<file path="src/rtl/multicycle_ctrl.sv">
// Multi-cycle MIPS-subset control unit: sequences IF/ID/EX/MEM/WB over a shared
// memory port and drives datapath selects, write enables and the ALU operation.
module multicycle_ctrl #(
    parameter int unsigned ALU_W       = 3,
    parameter int unsigned RESET_STATE = 0
) (
    input  logic             clk,
    input  logic             resetn,
    input  logic [5:0]       opcode,
    input  logic [5:0]       funct,
    input  logic             zero,
    input  logic             mem_ready,
    output logic             mem_req,
    output logic             mem_wr,
    output logic             iord,
    output logic             ir_write,
    output logic             pc_write,
    output logic [1:0]       pc_src,
    output logic             alu_src_a,
    output logic [1:0]       alu_src_b,
    output logic [ALU_W-1:0] alu_op,
    output logic             reg_write,
    output logic             reg_dst,
    output logic             mem_to_reg,
    output logic [2:0]       state,
    output logic             illegal
);

    typedef enum logic [2:0] {
        S_IF   = 3'd0,
        S_ID   = 3'd1,
        S_EX   = 3'd2,
        S_MEM  = 3'd3,
        S_WB   = 3'd4,
        S_HALT = 3'd5
    } state_t;

    typedef enum logic [2:0] {
        C_RTYPE, C_LW, C_SW, C_ADDIU, C_BEQ, C_BNE, C_J, C_ILL
    } class_t;

    state_t     cur;
    class_t     cls;
    class_t     op_cls;
    logic [2:0] r_op;
    logic       r_ok;

    always_comb begin
        case (opcode)
            6'b000000: op_cls = C_RTYPE;
            6'b100011: op_cls = C_LW;
            6'b101011: op_cls = C_SW;
            6'b001001: op_cls = C_ADDIU;
            6'b000100: op_cls = C_BEQ;
            6'b000101: op_cls = C_BNE;
            6'b000010: op_cls = C_J;
            default:   op_cls = C_ILL;
        endcase
    end

    always_comb begin
        r_ok = 1'b1;
        case (funct)
            6'b100001: r_op = 3'b010;
            6'b100011: r_op = 3'b110;
            6'b100100: r_op = 3'b000;
            6'b100101: r_op = 3'b001;
            6'b101010: r_op = 3'b111;
            default: begin
                r_op = 3'b000;
                r_ok = 1'b0;
            end
        endcase
    end

    always_ff @(posedge clk or negedge resetn) begin
        if (!resetn) begin
            cur     <= state_t'(RESET_STATE[2:0]);
            cls     <= C_RTYPE;
            illegal <= 1'b0;
        end else begin
            case (cur)
                S_IF: if (mem_ready) cur <= S_ID;
                S_ID: begin
                    cls <= op_cls;
                    case (op_cls)
                        C_J:     cur <= S_IF;
                        C_ILL: begin
                            illegal <= 1'b1;
                            cur     <= S_HALT;
                        end
                        default: cur <= S_EX;
                    endcase
                end
                S_EX: begin
                    case (cls)
                        C_RTYPE: begin
                            if (r_ok) begin
                                cur <= S_WB;
                            end else begin
                                illegal <= 1'b1;
                                cur     <= S_HALT;
                            end
                        end
                        C_LW, C_SW: cur <= S_MEM;
                        C_ADDIU:    cur <= S_WB;
                        default:    cur <= S_IF;
                    endcase
                end
                S_MEM:   if (mem_ready) cur <= (cls == C_SW) ? S_IF : S_WB;
                S_WB:    cur <= S_IF;
                S_HALT:  cur <= S_HALT;
                default: cur <= S_IF;
            endcase
        end
    end

    // Decoded outputs are gated by resetn so every enable drops the instant reset asserts.
    always_comb begin
        mem_req    = 1'b0;
        mem_wr     = 1'b0;
        iord       = 1'b0;
        ir_write   = 1'b0;
        pc_write   = 1'b0;
        pc_src     = 2'b00;
        alu_src_a  = 1'b0;
        alu_src_b  = 2'b00;
        alu_op     = '0;
        reg_write  = 1'b0;
        reg_dst    = 1'b0;
        mem_to_reg = 1'b0;
        if (resetn) begin
            case (cur)
                S_IF: begin
                    mem_req   = 1'b1;
                    alu_src_b = 2'b01;
                    alu_op    = ALU_W'(3'b010);
                    ir_write  = mem_ready;
                    pc_write  = mem_ready;
                end
                S_ID: begin
                    alu_src_b = 2'b11;
                    alu_op    = ALU_W'(3'b010);
                    if (op_cls == C_J) begin
                        pc_write = 1'b1;
                        pc_src   = 2'b10;
                    end
                end
                S_EX: begin
                    alu_src_a = 1'b1;
                    case (cls)
                        C_RTYPE: alu_op = ALU_W'(r_op);
                        C_LW, C_SW, C_ADDIU: begin
                            alu_src_b = 2'b10;
                            alu_op    = ALU_W'(3'b010);
                        end
                        C_BEQ, C_BNE: begin
                            alu_op   = ALU_W'(3'b110);
                            pc_src   = 2'b01;
                            pc_write = (cls == C_BEQ) ? zero : ~zero;
                        end
                        default: ;
                    endcase
                end
                S_MEM: begin
                    mem_req = 1'b1;
                    iord    = 1'b1;
                    mem_wr  = (cls == C_SW);
                end
                S_WB: begin
                    reg_write  = 1'b1;
                    reg_dst    = (cls == C_RTYPE);
                    mem_to_reg = (cls == C_LW);
                end
                default: ;
            endcase
        end
    end

    assign state = cur;

endmodule
</file>
<file path="config.mk">
export PLATFORM = sky130hd
export DESIGN_NAME = multicycle_ctrl
export DESIGN_NICKNAME = d
export VERILOG_FILES = /design/src/rtl/multicycle_ctrl.sv
export SDC_FILE = /design/constraint.sdc
export NUM_CORES = 1
export LEC_CHECK = 0
export BUFFER_PORTS_ARGS = -buffer_cell sky130_fd_sc_hd__buf_2
export CAP_MARGIN = 20
export CORE_MARGIN = 10
export CORE_UTILIZATION = 50
export CTS_CLUSTER_SIZE = 40
export DETAILED_ROUTE_END_ITERATION = 8
export PLACE_DENSITY = 0.84
export RECOVER_POWER = 100
export SLEW_MARGIN = 5
export SYNTH_ARGS = -nofsm -noshare
export SYNTH_HDL_FRONTEND = slang
export SYNTH_SLANG_ARGS = --single-unit
</file>
<file path="constraint.sdc">
create_clock -name clk -period 2.47 [get_ports clk]
set_clock_uncertainty 0.2 [all_clocks]
set_input_delay 0.494 -clock clk [delete_from_list [all_inputs] [get_ports clk]]
set_output_delay 0.494 -clock clk [all_outputs]
set_load 0.01 [all_outputs]
</file>
Word level (Yosys, flattened, before mapping)
Cells that the tools add are included.
Widths: inputs -> output; s select.

storage, ports and cells
  output and inout bits = 20
  bits in registers = 7
  input port bits = 16
  word-level logic and storage cells = 89

cells by class
  mux-type cells = 45
  eq/ne operators = 28
  bitwise gates (word level) = 1
  reduce and logical (&&, ||, !) cells = 12

operator list
  operator            number
  $eq 6x6->1 const B  7
  $mux 1              26
  $pmux 3 s7          1
  $eq 3x3->1 const B  6
  $pmux 3 s3          2
  $pmux 3 s5          1
  $eq 3x2->1 const B  4
  $eq 6x3->1 const B  2
  $mux 3              4
  $pmux 3 s2          2
  $pmux 3 s4          1
  $mux 2              4
  $ne 2x2->1 const B  4
  $reduce_or 2->1     4
  $eq 3x1->1 const B  2
  $eq 6x2->1 const B  1
  $eq 6x4->1 const B  1
  $logic_not 3->1     2
  $logic_not 6->1     1
  $pmux 2 s3          1
  $reduce_or 5->1     1
  $pmux 2 s2          1
  $reduce_and 4->1    1
  $pmux 1 s3          1
  6 further kinds     6

Depth between registers and ports, before layout
  depth after elaboration = 6
  depth in mapped cells = 5
  gate-level depth less buffers = 4

Worst setup path after synthesis
OpenSTA, ideal clock, no wires.

  kind = flip-flop to output port
  start point = register cur[1], in the netlist state[1]
  end point = output port alu_op[0]
  path slack = 359 ps
  path buffers = 1
  data arrival time = 1417 ps
  cell stages (with the launch flop) = 5
  required time = 1776 ps
  path through = dfrtp_1 > buf_2 > nor2b_1 > nand3_1 > nor4_1

between the ends
  cells in the longest elaborated chain, start to end = 4
  elaborated cells between the ends (all ways) = 6
  classes of those cells = eq/ne (2); mux (2); reduce/logical (2)

ends and longest elaborated chain
  what                                           line  source
  start: declaration                             42    state_t cur;
  start signal: assignment                       78    cur <= state_t'(RESET_STATE[2:0]);
  start signal: assignment                       110   S_MEM: if (mem_ready) cur <= (cls == C_SW) ? S_IF : S_WB;
  $eq 3x1->1 or $logic_not 3->1 (tied branches)  133   case (cur)
  $reduce_or 2->1 (no source line)               n/a
  $pmux 3 s2 *                                   133
  $mux 3 *                                       132   if (resetn) begin
  end: declaration                               21    output logic [ALU_W-1:0] alu_op,

Mark *: on every way between the ends. The rest lies on a longest branch, timed or not.

Final worst setup path
  start point = register cls[0]
  end point = output port alu_op[1]

between the ends
  cells in the longest elaborated chain, start to end = 5
  elaborated cells between the ends (all ways) = 11
  classes of those cells = eq/ne (5); mux (3); reduce/logical (3)

ends and longest elaborated chain
  what                                                line  source
  start: declaration                                  43    class_t cls;
  start signal: assignment                            85    cls <= op_cls;
  $eq 3x2->1, or another cell as far along            151   case (cls)
  $reduce_or 3->1 or $reduce_or 2->1 (tied branches)  151
  $pmux 3 s3 *                                        151
  $pmux 3 s2 *                                        133
  $mux 3 *                                            132

Marks and branches as above.

==> impl_metrics.json <==
{
  "status": "complete, no violations",
  "grt_max_degree": 14,
  "cts_buffer_depth": 2,
  "muxShareOfSynthArea": 0,
  "synth_flop_cell": "dfrtp_1",
  "core_area_um2": 1510,
  "synth_top_family_by_area": "simple AND/OR/NAND/NOR gates",
  "design_area_um2": 980,
  "worst_pin_slew_ns": 0.386,
  "synth_area_leaders": "dfrtp_1 (22%), nor2_1 (7.5%), nand2_1 (5.6%)",
  "seq_area_um2": 176,
  "hold_viol": 0,
  "setup_viol": 0,
  "cp.required_ns": 1.78,
  "clockRootBuffer": "clkbuf_4",
  "place_area_um2": 966,
  "routabilityCongestion": 0.792,
  "power_density_nw_per_um2": 607,
  "fin_crit_ns": 2.35,
  "postSynthNetCount": 127,
  "synth_simple_gate_area_share": 0.424,
  "grt_pass1_wl_um": 4000,
  "fin_util": 0.650,
  "syn-instance-count": 111,
  "crit_path_end_kind": "output pin",
  "synthAdderAreaFrac": 0,
  "dieHeight_um": 60.1,
  "synth.avg_cell_area_um2": 7.23,
  "synth_top_area_cell": "dfrtp_1",
  "syn_area_um2": 802,
  "clkLatencyLatePin_ns": 0.25,
  "area_growth_pct": 22.2,
  "ant_nets": 0,
  "dp_hpwl_um": 1870,
  "finish.cell_count_without_fillers": 164,
  "first_global_vias": 933,
  "synth_cell_type_count": 41,
  "synthXorXnorAreaFrac": 0.0437,
  "regToRegSetupSlack_ns": 0.64,
  "cts_tree": "built",
  "ir_worst_vdd_uv": 278,
  "multi_input_area_um2": 553,
  "worst_setup_path_start_kind": "register",
  "maxSlewViolCount": 0,
  "crit_fanout": 8,
  "synth_seq_area_share": 0.218,
  "grt_use_total": 0.135,
  "yosysWarningCount": 0,
  "crit_start": "cls[0]",
  "drc": 0,
  "die-area_um2": 3610,
  "insertedDiodeCount": 0,
  "ioPinCount": 36,
  "crit_arrival_ns": 1.66,
  "synth_edf_count": 0,
  "rows": 14,
  "synth_top_area_share": 0.218,
  "die_w_um": 60.1,
  "routed_via_density": 5.83,
  "slew_headroom": 0.736,
  "drv_cap": 0,
  "clk_pin_slew_ns": 0.05,
  "synth.ff_latch_count": 7,
  "drive_gt1_frac": 0.182,
  "h-tree-depth": 1,
  "r2r_start": "state[0]",
  "nets": 165,
  "rr_endpoint": "state[0]",
  "synth_compound_area_frac": 0.232,
  "fmaxAchievable_mhz": 425,
  "r2r_cells": 4,
  "grt_overflow": 0,
  "worst_hold_slack_ns": 0.155,
  "path_class": "register to output pin",
  "cts_inserted_buffers": 3,
  "vias": 956,
  "drt_iter0_drc": 62,
  "wl_um": 2440,
  "drt-pass1-iter-count": 4,
  "async_flop_share": 1.00,
  "hp-class": "primary input to async pin",
  "port_buffers": 35,
  "endpoint": "alu_op[1]",
  "rsz0062_at_grt": "no",
  "finalSetupTns_ns": 0,
  "dp.cells": 158,
  "leakage_nw": 0.433,
  "post_drt_wl_per_cell_um": 14.8,
  "start_util": 0.532,
  "clock_sinks": 7,
  "fillerInstances": 145,
  "fin_crit_sh": 0.952,
  "antenna_found_initial": 0
}
-- state kept, by name, summed over array words and instances (netlist names) --
register  flops
state         3
illegal       1
cls           3
-- synthesized netlist by cell type, types with 3 or more instances --
master	number
nand2b_1	6
o211ai_1	3
nor3_1	7
inv_1	5
a21oi_1	5
xnor2_1	4
nand2_1	12
nand3_1	4
and3_1	3
nor2b_1	4
dfrtp_1	7
nor2_1	16
-- cells by family (layout without fill, tap and decap cells) --
| kind of cell | after synthesis | count (layout) |
|---|---|---|
| AO/OA/AOI/OAI | 25 | 25 |
| XOR/XNOR | 4 | 4 |
| buffers and inverters | 11 | 48 |
| flip-flops | 7 | 7 |
| AND/OR/NAND/NOR | 64 | 64 |
-- metrics by stage --
step                total power [mW]  setup slack (ns)
finish                         0.595             0.118
floorplan                      0.412             0.359
detailed placement             0.490             0.225
CTS                            0.595            0.0693
global placement               0.485             0.264
global route                   0.647            0.0304
-- area by class of cell --
cell class | count | area share
clock buffers | 4 | 0.0268
inverters | 5 | 0.0192
multi-input cells | 93 | 0.564
flip-flops and latches | 7 | 0.180
well taps | 16 | 0.0204
repair buffers | 39 | 0.189
-- worst max-delay path, cell delays in order, from the launching register on --
cell	delay (ns)
dfrtp_1	0.48
or3_1	0.47
nand2b_1	0.18
a21o_1	0.15
buf_2	0.13
-- power by group --
part	internal (mW)	switching (mW)
clock network	0.0615	0.0402
registers	0.144	0.0709
logic	0.113	0.165
-- layout by cell type, fill, tap and decap left out, types with 2 or more instances in the layout --
cell type and count:
a211o_1 2, a21oi_1 5, a31oi_1 2, and3_1 3
buf_2 18, clkbuf_1 19, clkbuf_4 3, dfrtp_1 6
dlygate4sd3_1 2, inv_1 5, nand2_1 12, nand2b_1 6
nand3_1 4, nor2_1 16, nor2b_1 3, nor3_1 7
nor3b_1 2, o211ai_1 3, o21ai_0 2, xnor2_1 4
-- repair_timing --
item,4_1_cts,5_1_grt
endpoints found under the hold margin,1,2
endpoints found under the setup margin,0,4
buffers inserted,0,0
gates resized for setup,0,2
hold buffers,1,1
-- routing by layer --
metal / track usage / share of wire
met5: 0 / 0
met4: 0.0609 / 0.0078
met3: 0.0318 / 0.11
met2: 0.235 / 0.48
met1: 0.150 / 0.40
-- how the worst min path moves through the flow --
stage                          end  slack, ns  cells past startpoint
after floorplan             cls[0]     -0.002                      0
after global placement    state[1]       0.11                      1
after detailed placement  state[1]       0.11                      1
after CTS                 state[0]      0.004                      2
after global routing      state[2]       0.16                      2
final                       cls[0]       0.16                      2
No activity file was read; power rests on OpenSTA's default activity.
